### src/rtl/tl_ul_monitor_if.sv
// TileLink-UL A/D channel bundle observed by tl_ul_monitor.
// master drives every field; slave (the monitor) only observes.
interface tl_ul_monitor_if #(
  parameter int unsigned SOURCE_W  = 2,
  parameter int unsigned ADDR_W    = 30,
  parameter int unsigned SIZE_W    = 3,
  parameter int unsigned BEAT_LOG2 = 2
);
  localparam int unsigned MW = 1 << BEAT_LOG2;

  logic                a_valid;
  logic                a_ready;
  logic [2:0]          a_opcode;
  logic [2:0]          a_param;
  logic [SIZE_W-1:0]   a_size;
  logic [SOURCE_W-1:0] a_source;
  logic [ADDR_W-1:0]   a_address;
  logic [MW-1:0]       a_mask;

  logic                d_valid;
  logic                d_ready;
  logic [2:0]          d_opcode;
  logic [1:0]          d_param;
  logic [SIZE_W-1:0]   d_size;
  logic [SOURCE_W-1:0] d_source;
  logic                d_denied;
  logic                d_corrupt;

  modport master (
    output a_valid, a_ready, a_opcode, a_param, a_size, a_source, a_address, a_mask,
    output d_valid, d_ready, d_opcode, d_param, d_size, d_source, d_denied, d_corrupt
  );

  modport slave (
    input a_valid, a_ready, a_opcode, a_param, a_size, a_source, a_address, a_mask,
    input d_valid, d_ready, d_opcode, d_param, d_size, d_source, d_denied, d_corrupt
  );
endinterface

### src/rtl/tl_ul_monitor.sv
// TileLink-UL protocol checker: per-source in-flight table, burst tracking, registered error codes.
// Optional per-source response timeout is enabled by defining TL_MONITOR_TIMEOUT_EN.
module tl_ul_monitor #(
  parameter int unsigned SOURCE_W      = 2,
  parameter int unsigned ADDR_W        = 30,
  parameter int unsigned SIZE_W        = 3,
  parameter int unsigned BEAT_LOG2     = 2,
  parameter int unsigned MAX_SIZE_LOG2 = 6,
  parameter int unsigned TIMEOUT       = 1024
) (
  input  logic                clock,
  input  logic                reset,
  tl_ul_monitor_if.slave      tl,
  output logic                err_valid,
  output logic [3:0]          err_code,
  output logic                err_sticky,
  output logic [SOURCE_W:0]   inflight_cnt
);
  localparam int unsigned MW    = 1 << BEAT_LOG2;
  localparam int unsigned DEPTH = 1 << SOURCE_W;
  localparam int unsigned BW    = 1 << SIZE_W;
  localparam int unsigned AF_W  = 6 + SIZE_W + SOURCE_W + ADDR_W + MW;
  localparam int unsigned DF_W  = 7 + SIZE_W + SOURCE_W;
  localparam logic [SOURCE_W:0] CNT_ONE = 1;

  typedef logic [BW-1:0] beat_t;
  typedef enum logic [2:0] {PUT_FULL = 3'd0, PUT_PARTIAL = 3'd1, GET = 3'd4} a_op_e;
  typedef enum logic [2:0] {ACCESS_ACK = 3'd0, ACCESS_ACK_DATA = 3'd1} d_op_e;

  function automatic beat_t last_idx(input logic burst, input logic [SIZE_W-1:0] size);
    beat_t one;
    one = beat_t'(1);
    if (burst && (int'(size) > int'(BEAT_LOG2)))
      return (one << (int'(size) - int'(BEAT_LOG2))) - one;
    return '0;
  endfunction

  function automatic logic [MW-1:0] lane_mask(input logic [SIZE_W-1:0] size,
                                              input logic [BEAT_LOG2-1:0] lo);
    logic [MW-1:0] m;
    for (int unsigned i = 0; i < MW; i++)
      m[i] = (int'(size) >= int'(BEAT_LOG2)) || ((i >> size) == (32'(lo) >> size));
    return m;
  endfunction

  function automatic logic misaligned(input logic [SIZE_W-1:0] size,
                                      input logic [ADDR_W-1:0] addr);
    logic [ADDR_W-1:0] m;
    for (int unsigned i = 0; i < ADDR_W; i++) m[i] = (i < 32'(size));
    return |(addr & m);
  endfunction

  logic                ent_valid [DEPTH];
  logic [2:0]          ent_op    [DEPTH];
  logic [SIZE_W-1:0]   ent_size  [DEPTH];

  beat_t               a_cnt, a_last, d_cnt, d_last;
  logic [2:0]          a_op_q, d_op_q;
  logic [SIZE_W-1:0]   a_size_q, d_size_q;
  logic [SOURCE_W-1:0] a_src_q, d_src_q;
  logic [ADDR_W-1:0]   a_addr_q;
  logic                a_stall_q, d_stall_q;
  logic [AF_W-1:0]     a_fields, a_fields_q;
  logic [DF_W-1:0]     d_fields, d_fields_q;

  logic                a_fire, d_fire, a_first, d_first, a_put;
  logic                a_last_now, d_last_now, retire, reload, alloc, to_viol;
  logic [SOURCE_W-1:0] d_src;
  logic [MW-1:0]       lm;
  logic [13:1]         viol;
  logic [3:0]          code_nxt;

  assign a_fire   = tl.a_valid & tl.a_ready;
  assign d_fire   = tl.d_valid & tl.d_ready;
  assign a_first  = (a_cnt == '0);
  assign d_first  = (d_cnt == '0);
  assign a_put    = (tl.a_opcode == PUT_FULL) || (tl.a_opcode == PUT_PARTIAL);
  assign a_fields = {tl.a_opcode, tl.a_param, tl.a_size, tl.a_source, tl.a_address, tl.a_mask};
  assign d_fields = {tl.d_opcode, tl.d_param, tl.d_size, tl.d_source, tl.d_denied, tl.d_corrupt};
  assign lm       = lane_mask(tl.a_size, tl.a_address[BEAT_LOG2-1:0]);

  assign a_last_now = a_first ? (last_idx(a_put, tl.a_size) == '0) : (a_cnt == a_last);
  assign d_last_now = d_first ? (last_idx(tl.d_opcode == ACCESS_ACK_DATA, tl.d_size) == '0)
                              : (d_cnt == d_last);
  // Mid-burst D beats retire the source captured on the first beat, not the bus value.
  assign d_src  = d_first ? tl.d_source : d_src_q;
  assign retire = d_fire && ent_valid[d_src] && d_last_now;
  assign reload = retire && (d_src == tl.a_source);
  assign alloc  = a_fire && a_first && (!ent_valid[tl.a_source] || reload);

  always_comb begin
    viol = '0;
    if (a_fire) begin
      viol[1] = !(a_put || (tl.a_opcode == GET));
      viol[2] = a_first && misaligned(tl.a_size, tl.a_address);
      if (tl.a_opcode == PUT_PARTIAL)
        viol[3] = |(tl.a_mask & ~lm);
      else if ((tl.a_opcode == PUT_FULL) || (tl.a_opcode == GET))
        viol[3] = (tl.a_mask != lm);
      viol[4] = (32'(tl.a_size) > MAX_SIZE_LOG2) || (tl.a_param != '0);
      viol[5] = a_first && ent_valid[tl.a_source] && !reload;
      viol[6] = !a_first && ((tl.a_opcode != a_op_q) || (tl.a_size != a_size_q) ||
                             (tl.a_source != a_src_q) || (tl.a_address != a_addr_q));
    end
    if (d_fire) begin
      if (d_first) begin
        viol[7] = !ent_valid[tl.d_source];
        if (ent_valid[tl.d_source]) begin
          viol[8] = (tl.d_opcode != ((ent_op[tl.d_source] == GET) ? ACCESS_ACK_DATA : ACCESS_ACK));
          viol[9] = (tl.d_size != ent_size[tl.d_source]);
        end
      end else begin
        viol[10] = (tl.d_opcode != d_op_q) || (tl.d_size != d_size_q) || (tl.d_source != d_src_q);
      end
      if ((tl.d_param != '0) || (tl.d_corrupt && (tl.d_opcode == ACCESS_ACK)))
        viol[9] = 1'b1;
    end
    viol[11] = to_viol;
    viol[12] = a_stall_q && (!tl.a_valid || (a_fields != a_fields_q));
    viol[13] = d_stall_q && (!tl.d_valid || (d_fields != d_fields_q));
  end

  always_comb begin
    code_nxt = '0;
    for (int i = 13; i >= 1; i--)
      if (viol[i]) code_nxt = 4'(i);
  end

  always_ff @(posedge clock or posedge reset) begin
    if (reset) begin
      err_valid    <= 1'b0;
      err_code     <= '0;
      err_sticky   <= 1'b0;
      inflight_cnt <= '0;
      a_stall_q    <= 1'b0;
      d_stall_q    <= 1'b0;
      a_fields_q   <= '0;
      d_fields_q   <= '0;
    end else begin
      err_valid  <= |viol;
      err_code   <= code_nxt;
      err_sticky <= err_sticky | (|viol);
      if (alloc && !retire)      inflight_cnt <= inflight_cnt + CNT_ONE;
      else if (retire && !alloc) inflight_cnt <= inflight_cnt - CNT_ONE;
      a_stall_q  <= tl.a_valid & ~tl.a_ready;
      d_stall_q  <= tl.d_valid & ~tl.d_ready;
      a_fields_q <= a_fields;
      d_fields_q <= d_fields;
    end
  end

  // Retire clears first so a same-cycle reload of that source leaves it valid.
  always_ff @(posedge clock or posedge reset) begin
    if (reset) begin
      for (int unsigned i = 0; i < DEPTH; i++) begin
        ent_valid[i] <= 1'b0;
        ent_op[i]    <= '0;
        ent_size[i]  <= '0;
      end
    end else begin
      for (int unsigned i = 0; i < DEPTH; i++) begin
        if (retire && (d_src == SOURCE_W'(i))) ent_valid[i] <= 1'b0;
        if (alloc && (tl.a_source == SOURCE_W'(i))) begin
          ent_valid[i] <= 1'b1;
          ent_op[i]    <= tl.a_opcode;
          ent_size[i]  <= tl.a_size;
        end
      end
    end
  end

  always_ff @(posedge clock or posedge reset) begin
    if (reset) begin
      a_cnt    <= '0;
      a_last   <= '0;
      a_op_q   <= '0;
      a_size_q <= '0;
      a_src_q  <= '0;
      a_addr_q <= '0;
      d_cnt    <= '0;
      d_last   <= '0;
      d_op_q   <= '0;
      d_size_q <= '0;
      d_src_q  <= '0;
    end else begin
      if (a_fire) begin
        if (a_first) begin
          a_op_q   <= tl.a_opcode;
          a_size_q <= tl.a_size;
          a_src_q  <= tl.a_source;
          a_addr_q <= tl.a_address;
          a_last   <= last_idx(a_put, tl.a_size);
          if (!a_last_now) a_cnt <= beat_t'(1);
        end else begin
          a_cnt <= a_last_now ? '0 : a_cnt + beat_t'(1);
        end
      end
      if (d_fire) begin
        if (d_first) begin
          d_op_q   <= tl.d_opcode;
          d_size_q <= tl.d_size;
          d_src_q  <= tl.d_source;
          d_last   <= last_idx(tl.d_opcode == ACCESS_ACK_DATA, tl.d_size);
          if (!d_last_now && ent_valid[tl.d_source]) d_cnt <= beat_t'(1);
        end else begin
          d_cnt <= d_last_now ? '0 : d_cnt + beat_t'(1);
        end
      end
    end
  end

`ifdef TL_MONITOR_TIMEOUT_EN
  localparam int unsigned TW = $clog2(TIMEOUT + 1);
  logic [TW-1:0] timer [DEPTH];

  // Timer stops at TIMEOUT, so each entry can flag at most once.
  always_comb begin
    to_viol = 1'b0;
    for (int unsigned i = 0; i < DEPTH; i++)
      if (ent_valid[i] && (timer[i] == TW'(TIMEOUT - 1)) && !(retire && (d_src == SOURCE_W'(i))))
        to_viol = 1'b1;
  end

  always_ff @(posedge clock or posedge reset) begin
    if (reset) begin
      for (int unsigned i = 0; i < DEPTH; i++) timer[i] <= '0;
    end else begin
      for (int unsigned i = 0; i < DEPTH; i++) begin
        if ((retire && (d_src == SOURCE_W'(i))) || (alloc && (tl.a_source == SOURCE_W'(i))))
          timer[i] <= '0;
        else if (ent_valid[i] && (timer[i] != TW'(TIMEOUT)))
          timer[i] <= timer[i] + TW'(1);
      end
    end
  end
`else
  assign to_viol = (TIMEOUT == 0) && 1'b0;
`endif
endmodule

### src/flat_wrapper.sv
// flat-port wrapper written by rule: the top's interface ports become plain ports
module tl_ul_monitor_flat 
#(
  parameter int unsigned SOURCE_W      = 2,
  parameter int unsigned ADDR_W        = 30,
  parameter int unsigned SIZE_W        = 3,
  parameter int unsigned BEAT_LOG2     = 2,
  parameter int unsigned MAX_SIZE_LOG2 = 6,
  parameter int unsigned TIMEOUT       = 1024
)
  (clock, reset, err_valid, err_code, err_sticky, inflight_cnt, tl_a_valid, tl_a_ready, tl_a_opcode, tl_a_param, tl_a_size, tl_a_source, tl_a_address, tl_a_mask, tl_d_valid, tl_d_ready, tl_d_opcode, tl_d_param, tl_d_size, tl_d_source, tl_d_denied, tl_d_corrupt);
  tl_ul_monitor_if #(.SOURCE_W(SOURCE_W), .ADDR_W(ADDR_W), .SIZE_W(SIZE_W), .BEAT_LOG2(BEAT_LOG2)) tl_i ();
  input  logic clock;
  input  logic reset;
  output logic err_valid;
  output logic [3:0] err_code;
  output logic err_sticky;
  output logic [SOURCE_W:0] inflight_cnt;
  input wire logic [$bits(tl_i.a_valid)-1:0] tl_a_valid;
  input wire logic [$bits(tl_i.a_ready)-1:0] tl_a_ready;
  input wire logic [$bits(tl_i.a_opcode)-1:0] tl_a_opcode;
  input wire logic [$bits(tl_i.a_param)-1:0] tl_a_param;
  input wire logic [$bits(tl_i.a_size)-1:0] tl_a_size;
  input wire logic [$bits(tl_i.a_source)-1:0] tl_a_source;
  input wire logic [$bits(tl_i.a_address)-1:0] tl_a_address;
  input wire logic [$bits(tl_i.a_mask)-1:0] tl_a_mask;
  input wire logic [$bits(tl_i.d_valid)-1:0] tl_d_valid;
  input wire logic [$bits(tl_i.d_ready)-1:0] tl_d_ready;
  input wire logic [$bits(tl_i.d_opcode)-1:0] tl_d_opcode;
  input wire logic [$bits(tl_i.d_param)-1:0] tl_d_param;
  input wire logic [$bits(tl_i.d_size)-1:0] tl_d_size;
  input wire logic [$bits(tl_i.d_source)-1:0] tl_d_source;
  input wire logic [$bits(tl_i.d_denied)-1:0] tl_d_denied;
  input wire logic [$bits(tl_i.d_corrupt)-1:0] tl_d_corrupt;
  assign tl_i.a_valid = tl_a_valid;
  assign tl_i.a_ready = tl_a_ready;
  assign tl_i.a_opcode = tl_a_opcode;
  assign tl_i.a_param = tl_a_param;
  assign tl_i.a_size = tl_a_size;
  assign tl_i.a_source = tl_a_source;
  assign tl_i.a_address = tl_a_address;
  assign tl_i.a_mask = tl_a_mask;
  assign tl_i.d_valid = tl_d_valid;
  assign tl_i.d_ready = tl_d_ready;
  assign tl_i.d_opcode = tl_d_opcode;
  assign tl_i.d_param = tl_d_param;
  assign tl_i.d_size = tl_d_size;
  assign tl_i.d_source = tl_d_source;
  assign tl_i.d_denied = tl_d_denied;
  assign tl_i.d_corrupt = tl_d_corrupt;
  tl_ul_monitor #(.SOURCE_W(SOURCE_W), .ADDR_W(ADDR_W), .SIZE_W(SIZE_W), .BEAT_LOG2(BEAT_LOG2), .MAX_SIZE_LOG2(MAX_SIZE_LOG2), .TIMEOUT(TIMEOUT)) u_core (.clock(clock), .reset(reset), .tl(tl_i), .err_valid(err_valid), .err_code(err_code), .err_sticky(err_sticky), .inflight_cnt(inflight_cnt));
endmodule
### config.mk
export PLATFORM = sky130hd
export DESIGN_NAME = tl_ul_monitor_flat
export DESIGN_NICKNAME = d
export VERILOG_FILES = /design/src/rtl/tl_ul_monitor_if.sv /design/src/rtl/tl_ul_monitor.sv /design/src/flat_wrapper.sv
export SDC_FILE = /design/constraint.sdc
export NUM_CORES = 1
export LEC_CHECK = 0
export CAP_MARGIN = 20
export CORE_MARGIN = 2
export CORE_UTILIZATION = 50
export DETAILED_ROUTE_END_ITERATION = 6
export PLACE_DENSITY = 0.8
export SYNTH_ARGS = -nofsm -noshare
export SYNTH_HDL_FRONTEND = slang
export SYNTH_SLANG_ARGS = --single-unit
### constraint.sdc
create_clock -name clock -period 6.65 [get_ports clock]
set_input_delay 0.665 -clock clock [delete_from_list [all_inputs] [get_ports clock]]
set_output_delay 0.665 -clock clock [all_outputs]
set_load 0.1 [all_outputs]
After elaboration in Yosys (flattened, before gate mapping)
Cells that the tools add are included.
{ "word_totals": {"ff_bits": 174, "latchBits": 0, "mem_bits_rw": 0, "romBits": 0, "input_bits": 63, "out_inout_bits": 9, "word_cells": 245, "memories": 0} }
{ "classes": {"addsub": 8, "multipliers": 0, "div": 0, "magnitude_cmp": 14, "n_eq_ne": 31, "shift": 7, "mux": 67, "bitwise": 13, "n_reduce_logical": 74} }
{ "op_table": {"columns": ["op", "count"], "rows": [
  ["32-bit equality test", 4],
  ["8-bit 2-to-1 mux", 12],
  ["1-bit by 32-bit left shift with 8-bit output (first input constant)", 2],
  ["1-bit by 3-bit right shift with 32-bit output (first input constant)", 2],
  ["2-bit by 3-bit right shift with 32-bit output (first input constant)", 2],
  ["4-bit 2-to-1 mux", 13],
  ["45-bit inequality test", 1],
  ["8-bit logical NOT", 4],
  ["2-bit by 3-bit right shift with 32-bit output", 1],
  ["30-bit by 7-bit bitwise AND with 30-bit output", 1],
  ["30-bit inequality test", 1],
  ["30-bit OR reduction", 1],
  ["1-bit 2-to-1 mux", 27],
  ["1-bit logical AND", 25],
  ["3-bit 2-to-1 mux", 7],
  ["3-bit inequality test", 6],
  ["1-bit logical OR", 17],
  ["8-bit by 1-bit adder with 8-bit output (second input constant)", 2],
  ["8-bit equality test", 2],
  ["8-bit by 1-bit subtractor with 8-bit output (second input constant)", 2],
  ["3-bit binary-select mux with 2-bit select", 2],
  ["12-bit inequality test", 1],
  ["2-bit nonzero test", 6],
  ["12-bit OR reduction", 1],
  ["33 further kinds", 72]
]} }

Depth between registers and ports, before layout
Gate-level depths: netlist of the first run.
{ "logic_depth": {"ltp_word": 21, "mapped_depth": 19, "depth_no_buf": 17} }

Least setup slack after synthesis of the first run
No wires, ideal clock.
{ "synth_timing": {"path_type": "in2reg", "from": "input tl_d_size[1]", "to": "register u_core.inflight_cnt[2]", "setup_ps": 161, "arrival_ps": 3973, "t_required_ps": 6489, "slack_ps": 2516, "path_stages": 19, "path_buffers": 2, "cell_sequence": "buf_2 -> inv_1 -> ha_1 -> nor4bb_1 -> inv_1 -> ha_1 -> clkbuf_1 -> inv_1 -> nand3_1 -> a21oi_1 -> a21oi_1 -> or3_1 -> a21oi_1 -> ha_1 -> inv_1 -> fa_1 -> xor2_1 -> nor2_1 -> xor2_1"} }
{ "synth_between": {"elab_chain_cells": 14, "word_cells_on_any_way": 20, "classes_between": "add/sub: 2; order compare: 1; shift: 1; mux: 5; reduce/logical: 11"} }
{ "synth_rtl": {"columns": ["element", "line_no", "text"], "rows": [
  ["start, declared", "flat_wrapper.sv:31", "input wire logic [$bits(tl_i.d_size)-1:0] tl_d_size;"],
  ["3-bit by 2-bit subtractor with 4-bit output", "tl_ul_monitor.sv:34", "return (one << (int'(size) - int'(BEAT_LOG2))) - one;"],
  ["1-bit by 32-bit left shift with 8-bit output", "tl_ul_monitor.sv:34", null],
  ["8-bit by 1-bit subtractor with 8-bit output", "tl_ul_monitor.sv:34", null],
  ["8-bit 2-to-1 mux", "tl_ul_monitor.sv:33", "if (burst && (int'(size) > int'(BEAT_LOG2)))"],
  ["8-bit 2-to-1 mux *", "tl_ul_monitor.sv:35", "return '0;"],
  ["8-bit logical NOT *", "tl_ul_monitor.sv:83", "assign d_last_now = d_first ? (last_idx(tl.d_opcode == ACCESS_ACK_DATA, tl.d_size) == '0)"],
  ["1-bit 2-to-1 mux *", "tl_ul_monitor.sv:83", null],
  ["1-bit logical AND *", "tl_ul_monitor.sv:87", "assign retire = d_fire && ent_valid[d_src] && d_last_now;"],
  ["1-bit logical AND", "tl_ul_monitor.sv:88", "assign reload = retire && (d_src == tl.a_source);"],
  ["1-bit logical OR", "tl_ul_monitor.sv:89", "assign alloc = a_fire && a_first && (!ent_valid[tl.a_source] || reload);"],
  ["1-bit logical AND", "tl_ul_monitor.sv:89", null],
  ["1-bit logical NOT", "tl_ul_monitor.sv:144", "else if (retire && !alloc) inflight_cnt <= inflight_cnt - CNT_ONE;"],
  ["1-bit logical AND", "tl_ul_monitor.sv:144", null],
  ["2-bit nonzero test (no source line)", null, null],
  ["end signal, assigned", "tl_ul_monitor.sv:143", "if (alloc && !retire) inflight_cnt <= inflight_cnt + CNT_ONE;"],
  ["end signal, assigned", "tl_ul_monitor.sv:144", null],
  ["end, declared", "tl_ul_monitor.sv:17", "output logic [SOURCE_W:0] inflight_cnt"]
]} }
Mark *: on every way between the ends. The rest lies on a longest branch, timed or not. The select of a mux whose other input is x is not followed.
A chain may end at the register's enable or synchronous reset.

Worst setup path in the final report of the first run
Same ends and word-level chain as after synthesis.

==> flow_metrics.tcl, run 1 <==
set metrics [dict create \
    via_per_inst 5.64 \
    hold_buffers 0 \
    synth_flop_cell "dfrtp_1" \
    syn_inst 773 \
    status "finished clean" \
    antenna_found_initial 0 \
    p_per_area_mw_per_mm2 379 \
    hp-class "flop to flop" \
    worst_pin_slew_ns 0.971 \
    nNetsFinal 912 \
    p_leak_nw 4.45 \
    met2_length_um 9030 \
    fin_crit_sh_pct 71.0 \
    ff_latch_area_mm2 0.00435 \
    row_count 48 \
    die_w_um 136 \
    path_buf_inv 5 \
    gp_congestion 0.914 \
    clock_latency_ns 0.44 \
    synth-edff-count 0 \
    synth.area.mux_share_pct 9.70 \
    synth_top_area_share_pct 50.1 \
    power_w 0.00387 \
    routed.top_layer "met4" \
    critPathLaunchType "primary input" \
    setup_viol 0 \
    start_util_pct 50.6 \
    reg2reg_slack_ns 2.99 \
    grt_pass1_wl_um 31400 \
    wl_met3_um 609 \
    min_path_cells 1 \
    cp.required_ns 7.01 \
    min_period_ns 4.72 \
    setup-tns-final_ns 0 \
    syn-num-nets 853 \
    worstHoldEndpoint "u_core.inflight_cnt[2]$_DFFE_PP0P_" \
    r2r_end "u_core.inflight_cnt[2]$_DFFE_PP0P_" \
    vias 6032 \
    slowest_delay_ns 0.71 \
    drt-initial-drc-count 282 \
    ys_ff_latch 174 \
    synth_top_family_by_area "XOR/XNOR gates" \
    ir_drop_v 0.000291 \
    worst_slack_ns 1.93 \
    max_freq_ghz 0.212 \
    syn2layout_area_growth_pct 17.5 \
    postRouteAntennaNets 0 \
    io_pins 72 \
    drv_cap 0 \
    hp-start "u_core.inflight_cnt[2]$_DFFE_PP0P_" \
    drt_pass1_iterations 5 \
    clkSinkCount 174 \
    synth_warnings 0 \
    grtUsageTotal_pct 21.8 \
    crit_path_end_kind "flop" \
    fill_cells 1414 \
    ys_seq_area_share_pct 50.1 \
    clockBufferDepth 2 \
    synth-xor-area-share_pct 13.0 \
    ys_types 63 \
    slew_headroom_pct 35.2 \
    path_delay_family "adder cells" \
    met1_length_um 8880 \
    syn_area_mm2 0.00869 \
    critical_path_class "primary input to flop" \
    grt_overflow 0 \
    synth.area.top_cells "dfrtp_1 50%, xor2_1 9.4%, mux2_2 8.3%" \
    async_flop_share_pct 100 \
    path_cells "clkdlybuf4s50_1 > inv_1 > ha_1 > nor4bb_1 > inv_1 > ha_1 > inv_1 > nand3_1 > a21oi_1 > a21oi_1 > or3_1 > a21oi_1 > ha_1 > inv_1 > fa_1 > xor2_1 > nor2_1 > xor2_1" \
    root_buffer "clkbuf_16" \
    multi_input_area_mm2 0.00412 \
    wl_um 18900 \
    core-area_mm2 0.0172 \
    antenna_cells 0 \
    io_buffer_count 71 \
    die-area_mm2 0.0185 \
    synth_compound_area_share_pct 9.57 \
    grt_setup_unrepaired "no" \
    htree_levels 4 \
    drc_errors 0 \
    die_h_um 136 \
    maxSlewViolCount 0 \
    hpwl_um 13000 \
    numCtsBuffers 17 \
    synth-simple-area-share_pct 12.5 \
    slowest_stage "clkdlybuf4s50_1" \
    worst_path_most_repeated_cell "inv_1" \
    yosysTopAreaCell "dfrtp_1" \
    synth_fa_ha_area_share_pct 2.53 \
    wire_per_inst_um 17.6 \
    dp_slack_ns 1.57 \
    grt_pass1_vias 6089 \
    cts_tree "done" \
    fin_worst_skew_ns 0.00918 \
    syn_area_per_cell_um2 11.2 \
    cp.arrival_ns 5.08 \
    cts_resized 0 \
    reg2regPathDepth 14 \
    r2r-start "u_core.d_cnt[1]$_DFFE_PP0P_" \
    holdWs_ns 0.477 \
    critical_path.max_fanout 11 \
    path_clk_slew_ns 0.07 \
    postCtsSetupRepairBufs 0 \
    grt_max_degree 111 \
    drive_gt1_share_pct 14.2 \
    hold_viol_final 0 \
]
==> worst register-to-register path, stage by stage, from the launching register on <==
cell	delay, ns
dfrtp_1	0.47
inv_1	0.09
ha_1	0.19
nor4b_4	0.14
and2_1	0.28
nor3_1	0.49
a21oi_1	0.28
or3_1	0.37
a21oi_1	0.16
ha_1	0.20
inv_1	0.07
fa_1	0.40
xor2_1	0.18
nor2_1	0.11
xor2_1	0.16
==> per-stage QoR <==
step	utilization (%)	cell area [µm²]	cells
4_1_cts	59.5	10200	1070
2_1_floorplan	-	8690	773
3_3_place_gp	55.8	9590	1038
5_1_grt	59.5	10200	1070
3_5_place_dp	55.8	9590	1038
6_report	59.5	10200	1070
==> report_power, final <==
part	switching, W	leakage (nW)	internal (W)
sequential	0.000236	2.15	0.00136
clock	0.000481	0.297	0.000544
combinational	0.000682	2.00	0.000564
total	0.00140	4.45	0.00247
==> cell families after synthesis <==
logic type | Yosys count
simple gates | 199
mux | 70
fa+ha+maj | 17
flops | 174
xor+xnor | 129
compound gates | 124
buf+inv | 60
==> how the worst max path moves through the flow <==
stage	start	slack [ns]	cells past startpoint	endpoint
after floorplan	reset	1.27	1	u_core.a_addr_q[0]$_DFFE_PP0P_
after global placement	tl_d_size[1]	1.74	18	u_core.inflight_cnt[2]$_DFFE_PP0P_
after detailed placement	tl_d_size[1]	1.57	18	u_core.inflight_cnt[2]$_DFFE_PP0P_
after CTS	tl_d_size[1]	1.96	18	u_core.inflight_cnt[2]$_DFFE_PP0P_
after global routing	tl_d_size[1]	1.60	18	u_core.inflight_cnt[2]$_DFFE_PP0P_
final	tl_d_size[1]	1.93	18	u_core.inflight_cnt[2]$_DFFE_PP0P_
==> cell usage after synthesis, types with 3 or more instances <==
cell,n
and3_1,6
mux2_2,64
nor2_1,28
nor4bb_1,3
clkbuf_1,30
o31ai_1,16
nand2b_1,8
xor2_1,93
or2_2,4
o211ai_1,3
buf_2,3
nand2_1,49
nor3b_1,3
dfrtp_1,174
or3_1,6
o21ai_0,45
a22o_1,6
and2_1,4
nor4_1,24
nand3_1,16
a21oi_1,16
a31oi_1,6
nor3_1,10
nor2b_1,12
nand4_1,11
xnor2_1,36
inv_1,25
mux4_2,5
a21o_1,3
nor4b_1,5
o21a_1,4
ha_1,16
==> placed cells by master (no fill, tap or decap), types with 5 or more instances in the layout <==
| cell type | count |
|---|---|
| nor2b_1 | 12 |
| o21ai_0 | 45 |
| dfrtp_1 | 174 |
| or3_1 | 6 |
| xor2_1 | 93 |
| nor2_1 | 28 |
| clkbuf_16 | 17 |
| and3_1 | 6 |
| inv_1 | 24 |
| xnor2_1 | 36 |
| a31oi_1 | 6 |
| clkinv_8 | 6 |
| a21oi_1 | 16 |
| mux4_2 | 5 |
| o31ai_1 | 16 |
| nand2b_1 | 8 |
| a22o_1 | 6 |
| nor3_1 | 10 |
| clkdlybuf4s50_1 | 71 |
| nand3_1 | 15 |
| nor4_1 | 24 |
| nand2_1 | 49 |
| nand4_1 | 11 |
| ha_1 | 16 |
| mux2_2 | 64 |
| nor4b_1 | 5 |
==> cell type report <==
cell class                      instances  area share, %
Clock buffer                           17           4.16
Clock inverter                         15           1.98
Inverter                               25          0.967
Multi-Input combinational cell        539           40.3
Sequential cell                       174           42.6
Tap cell                              225           2.75
Timing Repair Buffer                   75           7.25
==> sequential cells by signal, summed over array words and instances (netlist names), 2 cells and up <==
name                 count
u_core.a_op_q            3
u_core.a_src_q           2
u_core.a_last            8
u_core.ent_valid         4
u_core.a_size_q          3
u_core.ent_size         12
u_core.d_fields_q       12
u_core.d_last            8
u_core.a_addr_q         30
u_core.d_cnt             8
u_core.a_fields_q       45
u_core.d_op_q            3
u_core.a_cnt             8
u_core.err_code          4
u_core.d_size_q          3
u_core.ent_op           12
u_core.inflight_cnt      3
u_core.d_src_q           2
==> layer usage <==
metal | global-route usage [%] | up-vias
met3 | 4.03 | 25
met4 | 6.66 | 0
li1 | - | 2861
met2 | 34.8 | 121
met1 | 30.6 | 3025
met5 | 0 | -
(Power assumes the default switching activity.)
==> run 2: changes to the inputs <==
--- a/config.mk
+++ b/config.mk
@@ -9,7 +9,7 @@
 export CORE_MARGIN = 2
 export CORE_UTILIZATION = 50
 export DETAILED_ROUTE_END_ITERATION = 6
-export PLACE_DENSITY = 0.8
+export PLACE_DENSITY = 0.83
 export SYNTH_ARGS = -nofsm -noshare
 export SYNTH_HDL_FRONTEND = slang
 export SYNTH_SLANG_ARGS = --single-unit
==> constraint.sdc (replaced) <==
create_clock -name clock -period 4.2 [get_ports clock]
set_input_delay 0.42 -clock clock [delete_from_list [all_inputs] [get_ports clock]]
set_output_delay 0.42 -clock clock [all_outputs]
set_load 0.1 [all_outputs]
==> flow_metrics.tcl, run 2 (synthesis results as in run 1) <==
set metrics [dict create \
    path_buf_inv 4 \
    htree_levels 4 \
    path_delay_family "adder cells" \
    slowest_delay_ns 0.48 \
    p_leak_nw 4.54 \
    layout_common_cells "174 x dfrtp_1, 93 x xor2_1, 71 x clkdlybuf4s50_1" \
    setup_viol 0 \
    fin_crit_sh_pct 85.3 \
    clockBufferDepth 2 \
    grt_pass1_vias 6123 \
    die_h_um 136 \
    hpwl_um 13400 \
    nNetsFinal 928 \
    cts_resized 0 \
    root_buffer "clkbuf_16" \
    numCtsBuffers 17 \
    p_per_area_mw_per_mm2 597 \
    core-area_mm2 0.0172 \
    grt_overflow 0 \
    grt_setup_unrepaired "no" \
    slew_headroom_pct 35.4 \
    clkSinkCount 174 \
    path_clk_slew_ns 0.07 \
    largest_reg_flops 45 \
    via_per_inst 5.68 \
    maxSlewViolCount 0 \
    final_area_mm2 0.0104 \
    row_count 48 \
    drc_errors 0 \
    ir_drop_v 0.000434 \
    seqPwrFrac_pct 40.9 \
    critPathLaunchType "primary input" \
    postCtsSetupRepairBufs 0 \
    setup-tns-final_ns 0 \
    die-area_mm2 0.0185 \
    status "finished clean" \
    path_cells "clkdlybuf4s50_1 > inv_1 > ha_1 > nor4bb_1 > inv_1 > ha_1 > nand3_1 > a21oi_1 > a21oi_1 > or3_1 > a21oi_1 > ha_1 > inv_1 > fa_1 > xor2_1 > nor2_1 > xor2_1" \
    drt-initial-drc-count 442 \
    vias 6170 \
    fin_worst_skew_ns 0.0134 \
    io_buffer_count 71 \
    gp_congestion 0.892 \
    drive_gt1_share_pct 15.8 \
    mostFrequentLayoutCell "dfrtp_1" \
    wl_um 19600 \
    wire_per_inst_um 18.0 \
    slowest_stage "clkdlybuf4s50_1" \
    top_regs "u_core.a_fields_q: 45 flops, u_core.a_addr_q: 30 flops" \
    postRouteAntennaNets 0 \
    hold_viol_final 0 \
    syn2layout_area_growth_pct 19.3 \
    grtUsageTotal_pct 22.0 \
    min_period_ns 3.58 \
    cp.arrival_ns 3.95 \
    hp-class "primary input to asynchronous set/reset pin" \
    start_util_pct 50.6 \
    antenna_found_initial 0 \
    power_frac_clock_pct 26.7 \
    io_pins 72 \
    hold_buffers 0 \
    antenna_cells 0 \
    cp.required_ns 4.57 \
    critical_path_class "primary input to flop" \
    drt_pass1_iterations 5 \
    max_freq_ghz 0.279 \
    crit_path_end_kind "flop" \
    holdWs_ns 0.448 \
    grt_pass1_wl_um 31300 \
    power_frac_comb_pct 32.5 \
    p_int_w 0.00394 \
    p_sw_w 0.00225 \
    drv_cap 0 \
    grt_max_degree 113 \
    worst_pin_slew_ns 0.965 \
    largest_register "u_core.a_fields_q" \
    cts_tree "done" \
    critical_path.max_fanout 3 \
    placed_area_mm2 0.00973 \
    sw_frac_of_total_pct 36.3 \
    clock_latency_ns 0.45 \
    die_w_um 136 \
]
-- run 2: cell count changes in the layout (fill, tap and decap cells not counted), sizes merged --
| cell | before | now |
|---|---|---|
| clkinvlp | 2 | 1 |
| clkinv | 7 | 5 |
| inv | 30 | 33 |
| buf | 4 | 20 |
-- run 2: cell type report --
type,count,area (µm²)
clock buffer,17,425
clock inverter,15,208
fill,1356,6810
inverter,25,97.6
multi-input combinational,539,4120
sequential,174,4350
tap,225,282
timing repair buffer,91,886
-- run 2: tightest hold or removal path: stages --
cell	delay [ns]
clkdlybuf4s50_1	0.44
clkinvlp_4	0.13
buf_12	0.29
-- run 2: through the flow --
step / power, W / std cells / util, % / worst slack (ns)
finish: 0.00619 / 1086 / 60.4 / 0.616
detailed placement: 0.00452 / 1054 / 56.7 / 0.155
CTS: 0.00621 / 1086 / 60.4 / 0.617
global route: 0.00651 / 1086 / 60.4 / 0.281
floorplan: 0.00399 / 773 / - / 0.311
global placement: 0.00443 / 1054 / 56.7 / 0.267
-- run 2: routing by layer --
| metal | GRT usage (%) | vias to the layer above | share of wire [%] |
|---|---|---|---|
| met3 | 4.74 | 47 | 4.6 |
| met4 | 7.58 | 0 | 2.5 |
| met2 | 35.9 | 162 | 49 |
| li1 | - | 2893 | - |
| met1 | 29.5 | 3068 | 44 |
| met5 | 0 | - | 0 |
-- run 2: worst paths after layout --
path / cells past startpoint / end / startpoint / slack (ns)
setup reg to reg: 14 / u_core.inflight_cnt[2]$_DFFE_PP0P_ / u_core.d_cnt[0]$_DFFE_PP0P_ / 0.72
hold / removal: 3 / u_core.d_fields_q[3]$_DFF_PP0_ / reset / 0.45
hold reg to reg: 1 / u_core.err_sticky$_DFF_PP0_ / u_core.err_sticky$_DFF_PP0_ / 0.49
max in group asynchronous: 3 / u_core.a_fields_q[14]$_DFF_PP0_ / reset / 3.20
setup / recovery: 17 / u_core.inflight_cnt[2]$_DFFE_PP0P_ / tl_d_size[2] / 0.62
min in group clock: 1 / u_core.d_fields_q[1]$_DFF_PP0_ / tl_d_denied / 0.48
-- run 2: power by group through the flow --
stage / combinational (W) / sequential (W) / clock (W)
floorplan: 0.00133 / 0.00266 / 0
global placement: 0.00192 / 0.00252 / 0
detailed placement: 0.00198 / 0.00254 / 0
CTS: 0.00201 / 0.00252 / 0.00167
global route: 0.00218 / 0.00259 / 0.00174
finish: 0.00201 / 0.00253 / 0.00165
==> run 3: changes to the inputs <==
--- a/config.mk
+++ b/config.mk
@@ -7,9 +7,10 @@
 export LEC_CHECK = 0
 export CAP_MARGIN = 20
 export CORE_MARGIN = 2
-export CORE_UTILIZATION = 50
+export CORE_UTILIZATION = 40
 export DETAILED_ROUTE_END_ITERATION = 6
-export PLACE_DENSITY = 0.83
+export PLACE_DENSITY = 0.69
+export REMOVE_ABC_BUFFERS = 1
 export SYNTH_ARGS = -nofsm -noshare
 export SYNTH_HDL_FRONTEND = slang
 export SYNTH_SLANG_ARGS = --single-unit
==> constraint.sdc (replaced) <==
create_clock -name clock -period 4.22 [get_ports clock]
set_input_delay 0.422 -clock clock [delete_from_list [all_inputs] [get_ports clock]]
set_output_delay 0.422 -clock clock [all_outputs]
set_load 0.1 [all_outputs]
==> flow_metrics.tcl, run 3 (synthesis results as in run 1) <==
set metrics [dict create \
    status "finished clean" \
    top_regs "u_core.a_fields_q: 45 flops, u_core.a_addr_q: 30 flops" \
    setup-tns-final_ns 0 \
    largest_reg_flops 45 \
    holdWs_ns 0.482 \
    clock_latency_ns 0.45 \
    hold_viol_final 0 \
    start_util_pct 41.1 \
    hp-start "u_core.inflight_cnt[2]$_DFFE_PP0P_" \
    grt_max_degree 97 \
    via_per_inst 5.31 \
    clkSinkCount 174 \
    slowest_stage "clkdlybuf4s50_1" \
    io_pins 72 \
    path_cells "clkdlybuf4s50_1 > inv_1 > ha_1 > nor4bb_1 > inv_1 > ha_1 > inv_1 > nand3_1 > a21oi_1 > a21oi_1 > or3_1 > a21oi_1 > ha_1 > inv_1 > fa_1 > xor2_1 > nor2_1 > xor2_1" \
    layout_common_cells "174 x dfrtp_1, 93 x xor2_1, 71 x clkdlybuf4s50_1" \
    wl_met3_um 870 \
    path_buf_inv 5 \
    postCtsSetupRepairBufs 0 \
    critPathLaunchType "primary input" \
    max_freq_ghz 0.272 \
    worst_path_most_repeated_cell "inv_1" \
    r2r-start "u_core.d_cnt[0]$_DFFE_PP0P_" \
    row_count 53 \
    fin_worst_skew_ns 0.0198 \
    routed.top_layer "met4" \
    grt_overflow 0 \
    min_period_ns 3.67 \
    antenna_cells 0 \
    path_clk_slew_ns 0.07 \
    grt_pass1_wl_um 31800 \
    wire_per_inst_um 16.9 \
    numCtsBuffers 17 \
    slew_headroom_pct 35.4 \
    final_area_mm2 0.0104 \
    grt_pass1_vias 5945 \
    setup_viol 0 \
    hp-class "flop to flop" \
    vias 6044 \
    largest_register "u_core.a_fields_q" \
    root_buffer "clkbuf_16" \
    reg2regPathDepth 14 \
    critical_path_class "primary input to flop" \
    gp_congestion 0.862 \
    fill_cells 1895 \
    drt_pass1_iterations 5 \
    grtUsageTotal_pct 18.0 \
    placed_area_mm2 0.00980 \
    cts_tree "done" \
    cts_resized 0 \
    ir_drop_v 0.000256 \
    crit_cells 18 \
    core-area_mm2 0.0212 \
    drc_errors 0 \
    wl_um 19300 \
    clockBufferDepth 2 \
    htree_levels 4 \
    hpwl_um 13900 \
    cp.required_ns 4.58 \
    mostFrequentLayoutCell "dfrtp_1" \
    min_path_cells 1 \
    postRouteAntennaNets 0 \
    io_buffer_count 71 \
    worst_pin_slew_ns 0.965 \
    met1_length_um 9010 \
    die_h_um 151 \
    grt_setup_unrepaired "no" \
    crit_path_end_kind "flop" \
    drt-initial-drc-count 405 \
    die-area_mm2 0.0229 \
    drive_gt1_share_pct 16.0 \
    cp-startpoint "tl_d_size[2]" \
    antenna_found_initial 0 \
    cp.arrival_ns 4.04 \
    critical_path.max_fanout 7 \
    nNetsFinal 930 \
    maxSlewViolCount 0 \
    drv_cap 0 \
    met2_length_um 9150 \
    path_delay_family "adder cells" \
    fin_crit_sh_pct 87.1 \
    slowest_delay_ns 0.47 \
    die_w_um 151 \
    p_leak_nw 4.55 \
    syn2layout_area_growth_pct 20.1 \
    p_per_area_mw_per_mm2 588 \
    hold_buffers 0 \
]
run 3: final cells by class:
cell class | count | area [µm²] | area share [%]
clock buffer | 17 | 425 | 4.07
clock inverter | 15 | 215 | 2.06
inverter | 25 | 98.8 | 0.947
multi-input combinational | 539 | 4120 | 39.4
sequential | 174 | 4350 | 41.7
tap | 275 | 344 | 3.30
timing repair buffer | 93 | 888 | 8.51
run 3: path summary, 6_finish.rpt:
path,to,slack (ns)
max reg2reg,u_core.inflight_cnt[2]$_DFFE_PP0P_,0.80
max,u_core.inflight_cnt[2]$_DFFE_PP0P_,0.55
min in group asynchronous,u_core.d_fields_q[5]$_DFF_PP0_,0.55
min,u_core.inflight_cnt[2]$_DFFE_PP0P_,0.48
min reg2reg,u_core.inflight_cnt[2]$_DFFE_PP0P_,0.48
max in group asynchronous,u_core.a_addr_q[3]$_DFFE_PP0P_,2.74
run 3: stage by stage:
step | utilization, % | cells | setup slack (ns) | total power (W)
6_report | 49.4 | 1138 | 0.545 | 0.00614
5_1_grt | 49.4 | 1138 | 0.293 | 0.00650
4_1_cts | 49.4 | 1138 | 0.554 | 0.00618
3_5_place_dp | 46.3 | 1106 | 0.126 | 0.00451
3_3_place_gp | 46.3 | 1106 | 0.205 | 0.00444
2_1_floorplan | - | 738 | -0.919 | 0.00393
run 3: layer usage:
metal,track usage (%),up-vias
li1,-,2894
met1,25.8,2993
met2,28.1,134
met3,2.95,23
met4,5.51,0
met5,0,-
run 3: report_power, final:
| group | leakage [nW] | total [W] | internal, W | switching (W) |
|---|---|---|---|---|
| registers | 2.15 | 0.00250 | 0.00215 | 0.000349 |
| logic | 2.09 | 0.00199 | 0.000910 | 0.00108 |
| clock network | 0.308 | 0.00165 | 0.000830 | 0.000819 |
| total | 4.55 | 0.00614 | 0.00389 | 0.00225 |
